File: src/rtl/uart_rx.sv
// ============================================================================
// uart_rx : 16x-oversampled UART receiver with majority vote, valid/ready
//           output register and parity / framing / overrun error pulses.
// Revision: 1.0
// ============================================================================
`default_nettype none

module uart_rx #(
  parameter int DATA_WIDTH = 8,
  parameter int OVERSAMPLE = 16,
  parameter int DIV_WIDTH  = 16
) (
  input  logic                  clk_i,
  input  logic                  rst_i,
  input  logic                  rx_i,
  input  logic [DIV_WIDTH-1:0]  baud_div_i,
  input  logic                  parity_en_i,
  input  logic                  parity_odd_i,
  input  logic                  stop2_i,
  output logic [DATA_WIDTH-1:0] data_o,
  output logic                  valid_o,
  input  logic                  ready_i,
  output logic                  parity_err_o,
  output logic                  frame_err_o,
  output logic                  overrun_err_o,
  output logic                  busy_o
);

  localparam int S_W = $clog2(OVERSAMPLE);
  localparam int B_W = $clog2(DATA_WIDTH);

  localparam logic [S_W-1:0] S_VOTE0 = S_W'(OVERSAMPLE / 2 - 1);
  localparam logic [S_W-1:0] S_VOTE1 = S_W'(OVERSAMPLE / 2);
  localparam logic [S_W-1:0] S_VOTE2 = S_W'(OVERSAMPLE / 2 + 1);
  localparam logic [S_W-1:0] S_LAST  = S_W'(OVERSAMPLE - 1);
  localparam logic [B_W-1:0] B_LAST  = B_W'(DATA_WIDTH - 1);

  typedef enum logic [2:0] {
    ST_IDLE      = 3'd0,
    ST_START     = 3'd1,
    ST_DATA      = 3'd2,
    ST_PARITY    = 3'd3,
    ST_STOP      = 3'd4,
    ST_WAIT_IDLE = 3'd5
  } state_t;

  // Line synchroniser; resets to the idle (high) level.
  logic rx_meta_q, rxs_q, rxs_prev_q;

  state_t                 state_q, state_d;
  logic [DIV_WIDTH-1:0]   baud_div_q, baud_div_d;
  logic [DIV_WIDTH-1:0]   tick_cnt_q, tick_cnt_d;
  logic [S_W-1:0]         s_q, s_d;
  logic [1:0]             samp_q, samp_d;
  logic [B_W-1:0]         bit_idx_q, bit_idx_d;
  logic [DATA_WIDTH-1:0]  shift_q, shift_d;
  logic                   par_en_q, par_en_d;
  logic                   par_odd_q, par_odd_d;
  logic                   stop2_q, stop2_d;
  logic                   par_err_q, par_err_d;
  logic                   frm_err_q, frm_err_d;
  logic                   done_q, done_d;
  logic [DATA_WIDTH-1:0]  data_q, data_d;
  logic                   valid_q, valid_d;
  logic                   perr_pulse_q, perr_pulse_d;
  logic                   ferr_pulse_q, ferr_pulse_d;
  logic                   ovr_pulse_q, ovr_pulse_d;

  logic tick;
  logic vote;
  logic vote_now;
  logic bit_end;
  logic ferr_now;

  always_ff @(posedge clk_i or posedge rst_i) begin
    if (rst_i) begin
      rx_meta_q  <= 1'b1;
      rxs_q      <= 1'b1;
      rxs_prev_q <= 1'b1;
    end else begin
      rx_meta_q  <= rx_i;
      rxs_q      <= rx_meta_q;
      rxs_prev_q <= rxs_q;
    end
  end

  always_ff @(posedge clk_i or posedge rst_i) begin
    if (rst_i) begin
      state_q      <= ST_IDLE;
      baud_div_q   <= '0;
      tick_cnt_q   <= '0;
      s_q          <= '0;
      samp_q       <= 2'b11;
      bit_idx_q    <= '0;
      shift_q      <= '0;
      par_en_q     <= 1'b0;
      par_odd_q    <= 1'b0;
      stop2_q      <= 1'b0;
      par_err_q    <= 1'b0;
      frm_err_q    <= 1'b0;
      done_q       <= 1'b0;
      data_q       <= '0;
      valid_q      <= 1'b0;
      perr_pulse_q <= 1'b0;
      ferr_pulse_q <= 1'b0;
      ovr_pulse_q  <= 1'b0;
    end else begin
      state_q      <= state_d;
      baud_div_q   <= baud_div_d;
      tick_cnt_q   <= tick_cnt_d;
      s_q          <= s_d;
      samp_q       <= samp_d;
      bit_idx_q    <= bit_idx_d;
      shift_q      <= shift_d;
      par_en_q     <= par_en_d;
      par_odd_q    <= par_odd_d;
      stop2_q      <= stop2_d;
      par_err_q    <= par_err_d;
      frm_err_q    <= frm_err_d;
      done_q       <= done_d;
      data_q       <= data_d;
      valid_q      <= valid_d;
      perr_pulse_q <= perr_pulse_d;
      ferr_pulse_q <= ferr_pulse_d;
      ovr_pulse_q  <= ovr_pulse_d;
    end
  end

  // Majority of the three mid-bit samples; the third is the live rxs.
  assign vote     = (samp_q[1] & samp_q[0]) | (samp_q[1] & rxs_q) | (samp_q[0] & rxs_q);
  assign vote_now = tick && (s_q == S_VOTE2);
  assign bit_end  = tick && (s_q == S_LAST);
  assign ferr_now = frm_err_q | ~vote;

  always_comb begin
    state_d      = state_q;
    baud_div_d   = baud_div_q;
    tick_cnt_d   = tick_cnt_q;
    s_d          = s_q;
    samp_d       = samp_q;
    bit_idx_d    = bit_idx_q;
    shift_d      = shift_q;
    par_en_d     = par_en_q;
    par_odd_d    = par_odd_q;
    stop2_d      = stop2_q;
    par_err_d    = par_err_q;
    frm_err_d    = frm_err_q;
    done_d       = 1'b0;
    data_d       = data_q;
    valid_d      = valid_q;
    perr_pulse_d = 1'b0;
    ferr_pulse_d = 1'b0;
    ovr_pulse_d  = 1'b0;
    tick         = 1'b0;

    if (state_q == ST_IDLE) begin
      tick_cnt_d = '0;
      s_d        = '0;
      baud_div_d = baud_div_i;
    end else if (tick_cnt_q == baud_div_q) begin
      tick       = 1'b1;
      tick_cnt_d = '0;
      s_d        = s_q + S_W'(1);
    end else begin
      tick_cnt_d = tick_cnt_q + DIV_WIDTH'(1);
    end

    if (tick && ((s_q == S_VOTE0) || (s_q == S_VOTE1))) begin
      samp_d = {samp_q[0], rxs_q};
    end

    case (state_q)
      ST_IDLE: begin
        if (rxs_prev_q && !rxs_q) begin
          state_d   = ST_START;
          par_en_d  = parity_en_i;
          par_odd_d = parity_odd_i;
          stop2_d   = stop2_i;
          par_err_d = 1'b0;
          frm_err_d = 1'b0;
        end
      end
      ST_START: begin
        if (vote_now && vote) begin
          state_d = ST_IDLE;
        end else if (bit_end) begin
          state_d   = ST_DATA;
          bit_idx_d = '0;
        end
      end
      ST_DATA: begin
        if (vote_now) begin
          shift_d = {vote, shift_q[DATA_WIDTH-1:1]};
        end
        if (bit_end) begin
          if (bit_idx_q == B_LAST) begin
            state_d   = par_en_q ? ST_PARITY : ST_STOP;
            bit_idx_d = '0;
          end else begin
            bit_idx_d = bit_idx_q + B_W'(1);
          end
        end
      end
      ST_PARITY: begin
        if (vote_now) begin
          par_err_d = vote ^ (^shift_q) ^ par_odd_q;
        end
        if (bit_end) begin
          state_d = ST_STOP;
        end
      end
      ST_STOP: begin
        // The frame ends at the last stop vote so the next start bit is caught early.
        if (vote_now) begin
          frm_err_d = ferr_now;
          if (!stop2_q || bit_idx_q[0]) begin
            done_d  = 1'b1;
            state_d = ferr_now ? ST_WAIT_IDLE : ST_IDLE;
          end
        end else if (bit_end) begin
          bit_idx_d = bit_idx_q + B_W'(1);
        end
      end
      ST_WAIT_IDLE: begin
        if (rxs_q) begin
          state_d = ST_IDLE;
        end
      end
      default: state_d = ST_IDLE;
    endcase

    if (done_q) begin
      if (!valid_q || ready_i) begin
        data_d       = shift_q;
        valid_d      = 1'b1;
        perr_pulse_d = par_err_q;
        ferr_pulse_d = frm_err_q;
      end else begin
        ovr_pulse_d = 1'b1;
      end
    end else if (valid_q && ready_i) begin
      valid_d = 1'b0;
    end
  end

  assign data_o        = data_q;
  assign valid_o       = valid_q;
  assign parity_err_o  = perr_pulse_q;
  assign frame_err_o   = ferr_pulse_q;
  assign overrun_err_o = ovr_pulse_q;
  assign busy_o        = (state_q != ST_IDLE);

endmodule

`default_nettype wire

File: config.mk
export PLATFORM = sky130hd
export DESIGN_NAME = uart_rx
export DESIGN_NICKNAME = d
export VERILOG_FILES = /design/src/rtl/uart_rx.sv
export SDC_FILE = /design/constraint.sdc
export NUM_CORES = 1
export LEC_CHECK = 0
export ABC_CLOCK_PERIOD_IN_PS = 3460
export CORE_MARGIN = 3
export CORE_UTILIZATION = 55
export CTS_CLUSTER_SIZE = 8
export DETAILED_ROUTE_END_ITERATION = 16
export GPL_TIMING_DRIVEN = 0
export PLACE_DENSITY_LB_ADDON = 0.1
export RECOVER_POWER = 25
export SYNTH_ARGS = -nofsm -noshare
export SYNTH_HDL_FRONTEND = slang
export SYNTH_SLANG_ARGS = --single-unit
export TNS_END_PERCENT = 10
File: constraint.sdc
create_clock -name clk_i -period 3.46 [get_ports clk_i]
set_input_delay 1.038 -clock clk_i [delete_from_list [all_inputs] [get_ports clk_i]]
set_output_delay 1.038 -clock clk_i [all_outputs]
set_load 0.01 [all_outputs]
# Yosys cells after proc, flatten, opt, wreduce, memory -nomap -nowiden
# Index checks and enable logic that the tools add are counted.
# totals
regBits,73
input_bits,23
output_inout_bits,13
wordCells,128
# classes
add_sub_neg,3
n_eq_ne,25
muxes,42
bitwise_logic,9
reduce_logical,28
# op_table
op,count
$mux 3,17
$mux 16,2
$ne 2x2->1 const B,11
$pmux 3 s6,1
$mux 1,17
$add 16x1->16 const B,1
$eq 16x16->1,1
$eq 4x4->1 const B,3
$eq 3x3->1 const B,3
$pmux 3 s3,1
$mux 4,2
$reduce_and 2->1,4
$reduce_and 8->1,1
$reduce_bool 2->1,4
$reduce_xor 8->1,1
$eq 3x2->1 const B,2
$logic_and 1x1->1,6
$reduce_and 3->1,2
$reduce_and 6->1,1
$reduce_bool 3->1,2
$add 4x1->4 const B,1
$eq 4x3->1 const B,1
$ne 2x1->1 const B,2
$pmux 1 s2,2
10 further kinds,19

# Depth between registers and ports, before layout
# Gate-level depths: netlist of run 1.
# logic_depth
depth_word,9
mapped_depth,7
ltp_nobuf,7

# Worst setup path after synthesis of run 1
# OpenSTA, ideal clock, no wires.
# synth_path
kind,reg-to-output
startpoint,register state_q[1]
endpoint,output port busy_o
arrival_time_ps,1544
t_required_ps,2422
slack_ps,878
stages_incl_launch_ff,5
path_buffers,2
cell_sequence,dfrtp_1 > clkbuf_1 > nor3_1 > clkinv_1 > clkbuf_1
# synth_via
elab_chain_cells,1
# synth_lines
item,line_no,text
from (decl),50,"state_t state_q, state_d;"
from (signal assigned),108,state_q <= state_d;
$reduce_bool 3->1,251,assign busy_o = (state_q != ST_IDLE);
to (decl),26,output logic busy_o
# Every way passes these cells.

# Worst setup path in the final report of run 1
# Same ends and word-level chain as after synthesis.

==> flow_summary.ini, run 1 <==
[timing]
finalHoldViolCount = 0
setup_viol = 0
finalCriticalPeriod_ns = 3.29
rsz0062_at_grt = false
worst_pin_slew_ns = 1.46
slew_headroom = 0.0236
finClkSkew_ns = 0.00872
finalMaxSlewViolations = 0
finalCritPeriodShare = 0.950
max_freq_ghz = 0.304

[yosys]
synth-edff-count = 0
netlist_area_um2 = 3500
ys_ff_latch = 73
syn_nets = 366
synth_warnings = 0
syn_avg_cell_area_um2 = 10.4
synth_flop_cell = dfrtp_1
ys_seq_area_frac = 0.523
synthArstFlopShare = 1.00
synth_cells = 337
synth_cell_types = 43

[clock_tree]
clk_pin_slew_ns = 0.08
clock-sinks = 73
clk-insertion-delay-late_ns = 0.35
postCtsHoldBufs = 0
tritoncts = yes
htree_levels = 3
cts_made_buffers = 9
cts.path.max_buffers = 2
cts-root-buf = clkbuf_8
post_cts_buffers = 0

[critical_path]
cp_num_buf_inv = 3
cp.arrival_ns = 2.25
crit_path_cell_trace = clkbuf_1 > nor3_4 > clkinv_2 > clkdlybuf4s50_1
reg2reg_from = baud_div_q[7]$_DFFE_PP0N_
required_ns = 2.42
critPathCaptureType = output port
timing.critical_path.from = state_q[1]$_DFFE_PP0P_
start_kind = flop
cpPeakStageDelay_ns = 0.57
cp_max_fo = 19
crit_family = buffers and inverters
critPathSlowestCell = clkdlybuf4s50_1
criticalPathCategory = reg2out

[placed_design]
placedCellCount = 447
placement.io_buffers = 35
dp_hpwl_um = 4670
place_congestion = 0.849
post_dp_cell_area_um2 = 3950

[detailed_routing]
dr.pass1.iters = 4
wl_um = 6850
wl_per_cell_um = 14.8
drtIter0Drc = 117
route.detailed.drc = 0
vias_per_cell = 5.45
postRouteAntennaNets = 0
vias = 2518

[cells_and_area]
diodes = 0
drive_gt1_frac = 0.127
nNetsFinal = 411
area_growth_pct = 19.4
final_cell_area_um2 = 4180
final_core_util = 0.690
layout.cells.non_filler = 462

[global_routing]
grt_pass1_wl_um = 11800
grt_max_degree = 74
grt_use_total = 0.205
antenna_found_initial = 0
grt_pass1_vias = 2454
grt_overflow = 0

[floorplanning]
die_height_um = 85.8
die_area_um2 = 7360
die_w_um = 85.8
core_um2 = 6060
io_pins = 36
rows = 28
start_util = 0.578

[pwr]
vdd_ir_drop_max_mv = 0.354
p_leak_nw = 1.93
power_density_nw_per_um2 = 618

[worst_hold_path]
hold_path.startpoint = rx_meta_q$_DFF_PP1_
worstHoldPathType = reg2reg

[status]
outcome = complete, no violations

[flow_run]
max_cap_violations = 0
-- state kept, by name, summed over array words and instances (netlist names), 2 cells and up --
name,flops
s_q,4
tick_cnt_q,16
bit_idx_q,3
shift_q,8
state_q,3
samp_q,2
baud_div_q,16
data_o,8
-- worst paths after layout --
check,slack (ns),depth (start not counted),end
worst min-delay path,0.36,0,rxs_q$_DFF_PP1_
worst max register to register,0.89,5,shift_q[6]$_DFFE_PP0P_
worst min register to register,0.36,0,rxs_q$_DFF_PP1_
worst max-delay path,0.17,4,busy_o
max in group asynchronous,1.01,2,par_en_q$_DFFE_PP0P_
min in group asynchronous,1.57,2,shift_q[3]$_DFFE_PP0P_
-- kinds of logic (layout without fill, tap and decap cells) --
kind of cell               after synthesis  after routing  share of synthesized area
xor gates and xnor gates                40             40                      0.100
and+or+nand+nor                        135            135                      0.183
adders and majority gates                7              7                     0.0243
DFF                                     73             73                      0.523
AOI/OAI and AO/OA                       32             32                     0.0618
muxes                                   26             26                     0.0825
buffers and inverters                   24             74                     0.0257
-- report_power, final --
part | switching (W) | total, W | internal (W)
registers | 0.000128 | 0.00113 | 0.00101
clock network | 0.000338 | 0.000751 | 0.000413
logic | 0.000410 | 0.000698 | 0.000289
total | 0.000876 | 0.00258 | 0.00171
-- placed cells by master (no fill, tap or decap), types with 3 or more instances in the layout --
master / synthesis / layout
a211oi_1: 3 / 3
a21oi_1: 10 / 10
and3_1: 3 / 3
clkbuf_1: 9 / 8
clkbuf_8: 0 / 9
clkdlybuf4s50_1: 0 / 32
dfrtp_1: 68 / 68
dfstp_2: 5 / 4
dlygate4sd3_1: 0 / 3
ha_1: 6 / 6
inv_1: 13 / 12
inv_6: 0 / 3
mux2_2: 23 / 23
mux2i_1: 3 / 3
nand2_1: 59 / 59
nand2b_1: 5 / 5
nand3_1: 6 / 6
nand4_1: 3 / 3
nor2_1: 30 / 30
nor3_1: 8 / 7
nor4_1: 6 / 6
o21ai_0: 4 / 4
or3_1: 3 / 3
xnor2_1: 17 / 17
xor2_1: 23 / 23
-- synthesized netlist by cell type (3+ instances only) --
cell type  number  area share
or3_1           3      0.0054
a211oi_1        3      0.0064
nand4_1         3      0.0054
clkbuf_1        9      0.0096
nor4_1          6       0.011
nor2_1         30       0.032
mux2_2         23       0.074
nand3_1         6      0.0086
mux2i_1         3      0.0086
and3_1          3      0.0054
dfrtp_1        68        0.49
xor2_1         23       0.057
dfstp_2         5       0.038
o21ai_0         4      0.0057
xnor2_1        17       0.042
nand2_1        59       0.063
inv_1          13       0.014
nor3_1          8       0.011
nand2b_1        5      0.0089
ha_1            6       0.021
a21oi_1        10       0.014
-- what timing repair did --
item	4_1_cts	5_1_grt
resized for setup	3	0
cloned	0	0
endpoints found under the setup margin	1	1
-- through the flow --
stage	hold slack (ns)	setup slack [ns]	TNS [ns]	total power, W
2_1_floorplan	0.345	0.577	0	0.00164
3_3_place_gp	0.346	-0.639	-43.38	0.00182
3_5_place_dp	0.349	-0.190	-0.190	0.00184
4_1_cts	0.361	0.00754	0	0.00261
5_1_grt	0.370	0.00903	0	0.00276
6_report	0.364	0.172	0	0.00258
-- cell type report --
class	count	area (um^2)
repair buffers	35	350
fillers	478	1880
inverters	14	53.8
plain buffers	9	33.8
well taps	75	93.8
clock buffers	9	124
flip-flops and latches	73	1830
multi-input cells	240	1590
clock inverters	7	101
-- layer usage --
| layer | routed length (um) | global-route usage | vias to the layer above |
|---|---|---|---|
| met5 | 0 | 0 | - |
| met4 | 87 | 0.0719 | 0 |
| met3 | 369 | 0.0567 | 9 |
| met2 | 2980 | 0.288 | 51 |
| met1 | 3410 | 0.306 | 1230 |
| li1 | - | - | 1228 |
(Power assumes the default switching activity.)
==> run 2, diff against run 1 <==
Settings changed: SLEW_MARGIN set to 5.
==> run 2 against run 1 <==
  * Sequential power hardly changed
  * Clock-buffer cell count is 2 higher
  * Register-to-register slack worse by 0.03 ns
  * Worst setup slack better by 0.18 ns
  * Power is 0.53% higher
  * Die area stayed put
  * Hold slack hardly changed
  * Largest cell class unchanged
==> flow_summary.ini, run 2 (synthesized netlist as in run 1, its figures left out) <==
[status]
outcome = complete, no violations

[global_routing]
grt_pass1_wl_um = 11900
grt_use_total = 0.207
grt_overflow = 0
grt_pass1_vias = 2560
grt_max_degree = 62
antenna_found_initial = 0

[floorplanning]
die_area_um2 = 7360
die_height_um = 85.8
start_util = 0.578
die_w_um = 85.8
io_pins = 36
core_um2 = 6060
rows = 28

[placed_design]
dp_hpwl_um = 4770
place_congestion = 0.849
placement.io_buffers = 35

[timing]
max_freq_ghz = 0.322
rsz0062_at_grt = false
finalCritPeriodShare = 0.898
slew_headroom = 0.0241
finalMaxSlewViolations = 0
worst_pin_slew_ns = 1.46
finalCriticalPeriod_ns = 3.11
setup_viol = 0
final.setup.tns_ns = 0
finalHoldViolCount = 0
whs_ns = 0.363
finClkSkew_ns = 0.00583

[cells_and_area]
final_core_util = 0.693
nNetsFinal = 413
final_cell_mix = dfrtp_1, nand2_1, clkdlybuf4s50_1, nor2_1
n_fill_cell = 482
final_common_cell = dfrtp_1
area_growth_pct = 19.9
largest_registers = baud_div_q (16), tick_cnt_q (16)
diodes = 0
drive_gt1_frac = 0.131

[detailed_routing]
dr.pass1.iters = 6
wl_um = 6950
route.detailed.drc = 0
postRouteAntennaNets = 0
vias_per_cell = 5.56
wl_per_cell_um = 15.0
vias = 2582
drtIter0Drc = 187

[pwr]
power.total_w = 0.00260
p_leak_nw = 1.94
vdd_ir_drop_max_mv = 0.329
power_density_nw_per_um2 = 619

[clock_tree]
cts-root-buf = clkbuf_8
clk-insertion-delay-late_ns = 0.34
cts.path.max_buffers = 2
cts_made_buffers = 9
htree_levels = 3
clock-sinks = 73
clk_pin_slew_ns = 0.08
tritoncts = yes

[critical_path]
critPathCaptureType = output port
r2r_end = shift_q[5]$_DFFE_PP0P_
reg2reg_from = baud_div_q[7]$_DFFE_PP0N_
cp.arrival_ns = 2.07
crit_family = buffers and inverters
r2r_slack_ns = 0.86
crit_path_cell_trace = clkbuf_1 > nor3_4 > clkinv_2 > clkdlybuf4s50_1
criticalPathCategory = reg2out
critPathSlowestCell = clkdlybuf4s50_1
required_ns = 2.42
start_kind = flop
ff2ff_path_depth = 5
cp_max_fo = 19
cpPeakStageDelay_ns = 0.56
cp_num_buf_inv = 3

[flow_run]
max_cap_violations = 0

[worst_hold_path]
hold_depth = 0
hold_path_end = rxs_q$_DFF_PP1_
worstHoldPathType = reg2reg
hold_path.startpoint = rx_meta_q$_DFF_PP1_
[run 2: worst max-delay path by stage]
stage | start | endpoint | slack (ns) | depth (start not counted)
2_1_floorplan | rst_i | baud_div_q[0]$_DFFE_PP0N_ | 0.58 | 1
3_3_place_gp | rst_i | bit_idx_q[1]$_DFFE_PP0P_ | -0.64 | 2
3_5_place_dp | state_q[0]$_DFFE_PP0P_ | busy_o | -0.19 | 5
4_1_cts | state_q[2]$_DFFE_PP0P_ | busy_o | 0.07 | 5
5_1_grt | state_q[1]$_DFFE_PP0P_ | busy_o | 0.19 | 4
6_report | state_q[2]$_DFFE_PP0P_ | busy_o | 0.35 | 4
[run 2: per-layer routing]
| metal | up-vias | part of all wire | wire [um] | global-route usage |
|---|---|---|---|---|
| met4 | 0 | 0.013 | 90 | 0.0820 |
| li1 | 1241 | - | - | - |
| met1 | 1243 | 0.47 | 3290 | 0.294 |
| met2 | 89 | 0.44 | 3090 | 0.302 |
| met3 | 9 | 0.069 | 476 | 0.0596 |
| met5 | - | 0 | 0 | 0 |
[run 2: power by group]
part / switching (W) / internal (W)
Combinational: 0.000408 / 0.000294
Sequential: 0.000130 / 0.00101
Clock: 0.000315 / 0.000443
Total: 0.000853 / 0.00174
[run 2: through the flow]
stage	worst slack, ns	instance area [um^2]	std cells
floorplan	0.577	3500	337
global placement	-0.639	3950	447
detailed placement	-0.190	3980	448
CTS	0.0723	4230	465
global route	0.195	4200	464
finish	0.352	4200	464
[run 2: what timing repair did]
action / CTS / global route
resized for setup: 3 / 0
buffers inserted: 1 / 0
setup endpoints to repair: 1 / 1
hold buffers: 0 / 0
pin swaps: 1 / 0
[run 2: cell type report]
type / instances / area [um^2] / area share
inverter: 14 / 55.1 / 0.0131
clock inverter: 5 / 77.6 / 0.0185
multi-input combinational: 240 / 1590 / 0.379
clock buffer: 11 / 151 / 0.0361
tap: 75 / 93.8 / 0.0223
buffer: 9 / 33.8 / 0.00805
timing repair buffer: 37 / 363 / 0.0864
sequential: 73 / 1830 / 0.437
==> run 3, diff against run 2 <==
Settings changed: ABC_CLOCK_PERIOD_IN_PS 3460 to 3000, CAP_MARGIN set to 30.
Clock period 3.46 ns to 3 ns, I/O delays scaled along.
==> run 3 against run 2 <==
  * Flip-flop and latch count did not move
  * Highest routed layer unchanged
  * Clock skew barely moved
  * Worst setup slack got worse by 0.21 ns
  * Largest power group unchanged
  * Critical path type unchanged
  * Global-route usage fell by 0.082 points
  * Clock power rose by 16%
  * Final cell count fell by 0.65%
  * Hold slack barely moved
  * Sequential power rose by 18%
  * Largest cell class unchanged
  * Power rose by 15%
==> flow_summary.ini, run 3 (synthesized netlist as in run 1, its figures left out) <==
[global_routing]
grt_pass1_vias = 2531
antenna_found_initial = 0
grt_overflow = 0
grt_use_total = 0.206
grt_pass1_wl_um = 11800
grt_max_degree = 62

[worst_hold_path]
worstHoldPathType = reg2reg
hold_path_end = rxs_q$_DFF_PP1_
hold_path.startpoint = rx_meta_q$_DFF_PP1_
hold_depth = 0

[floorplanning]
die_w_um = 85.8
io_pins = 36
start_util = 0.578
die_height_um = 85.8
rows = 28
die_area_um2 = 7360
core_um2 = 6060

[status]
outcome = complete, no violations

[clock_tree]
htree_levels = 3
cts.path.max_buffers = 2
clk-insertion-delay-late_ns = 0.34
postCtsHoldBufs = 0
clock-sinks = 73
cts_made_buffers = 9
cts-root-buf = clkbuf_8
tritoncts = yes
clk_pin_slew_ns = 0.08

[critical_path]
cp_max_fo = 19
critPathCaptureType = output port
reg2reg_from = baud_div_q[7]$_DFFE_PP0N_
r2r_slack_ns = 0.40
ff2ff_path_depth = 5
required_ns = 2.10
criticalPathCategory = reg2out
cp.arrival_ns = 1.96
start_kind = flop
r2r_end = shift_q[5]$_DFFE_PP0P_

[placed_design]
placedCellCount = 448
placement.io_buffers = 35
dp_hpwl_um = 4770
place_congestion = 0.849

[detailed_routing]
drtIter0Drc = 206
wl_per_cell_um = 14.9
vias_per_cell = 5.52
wl_um = 6890
vias = 2544
dr.pass1.iters = 4
postRouteAntennaNets = 0
route.detailed.drc = 0

[pwr]
power_density_nw_per_um2 = 714
p_leak_nw = 1.94
power.total_w = 0.00299
vdd_ir_drop_max_mv = 0.380

[cells_and_area]
final_core_util = 0.691
layout.cells.non_filler = 461
drive_gt1_frac = 0.132
largest_registers = baud_div_q (16), tick_cnt_q (16)
area_growth_pct = 19.5
final_cell_mix = dfrtp_1, nand2_1, clkdlybuf4s50_1, nor2_1
final_common_cell = dfrtp_1
diodes = 0
n_fill_cell = 484
nNetsFinal = 410

[timing]
worst_pin_slew_ns = 1.32
rsz0062_at_grt = false
finClkSkew_ns = 0.00617
setup_viol = 0
max_freq_ghz = 0.350
finalMaxSlewViolations = 0
whs_ns = 0.363
finalCritPeriodShare = 0.953
final.setup.tns_ns = 0
slew_headroom = 0.117
finalCriticalPeriod_ns = 2.86
finalHoldViolCount = 0

[flow_run]
max_cap_violations = 0
## run 3: cell types whose count changed in the layout (fill, tap and decap cells not counted)
cell      delta
buf_2        +1
clkbuf_1     -3
clkbuf_2     -1
## run 3: timing repair
action | CTS | global route
hold endpoints to repair | 0 | 0
buffers inserted | 1 | 0
endpoints found under the setup margin | 1 | 0
gates resized for setup | 3 | 0
## run 3: per-stage QoR
stage	instance area, um^2	setup WS [ns]
2_1_floorplan	3500	0.255
3_3_place_gp	3950	-0.961
3_5_place_dp	3980	-0.512
4_1_cts	4210	0.114
5_1_grt	4190	0.0191
6_report	4190	0.142
## run 3: worst max path at each step
stage,slack (ns),from,endpoint
6_report,0.14,state_q[2]$_DFFE_PP0P_,busy_o
2_1_floorplan,0.26,rst_i,baud_div_q[0]$_DFFE_PP0N_
3_3_place_gp,-0.96,rst_i,bit_idx_q[1]$_DFFE_PP0P_
4_1_cts,0.11,state_q[2]$_DFFE_PP0P_,busy_o
5_1_grt,0.02,rst_i,baud_div_q[2]$_DFFE_PP0N_
3_5_place_dp,-0.51,state_q[0]$_DFFE_PP0P_,busy_o
## run 3: critical path, cell delays in order (launching register included)
cell,delay (ns)
dfrtp_1,0.52
nor3_4,0.27
clkinv_2,0.26
clkdlybuf4s50_1,0.56
## run 3: layout make-up
cell class | count | area, um^2 | share of cell area
flip-flops and latches | 73 | 1830 | 0.438
well taps | 75 | 93.8 | 0.0224
clock buffers | 11 | 151 | 0.0362
repair buffers | 37 | 363 | 0.0866
multi-input cells | 240 | 1590 | 0.380
inverters | 14 | 55.1 | 0.0131
plain buffers | 6 | 22.5 | 0.00538
clock inverters | 5 | 77.6 | 0.0185
## run 3: report_power, final
group	internal, W	total (W)	leakage [nW]	switching, W
clock network	0.000511	0.000876	0.115	0.000365
registers	0.00116	0.00135	0.957	0.000186
logic	0.000335	0.000766	0.868	0.000431
total	0.00201	0.00299	1.94	0.000982
## run 3: layer usage
| layer | global-route usage | share of wire | wire length (um) |
|---|---|---|---|
| met5 | 0 | 0 | 0 |
| met4 | 0.0806 | 0.016 | 109 |
| met3 | 0.0576 | 0.068 | 467 |
| met2 | 0.302 | 0.43 | 2990 |
| met1 | 0.293 | 0.48 | 3320 |
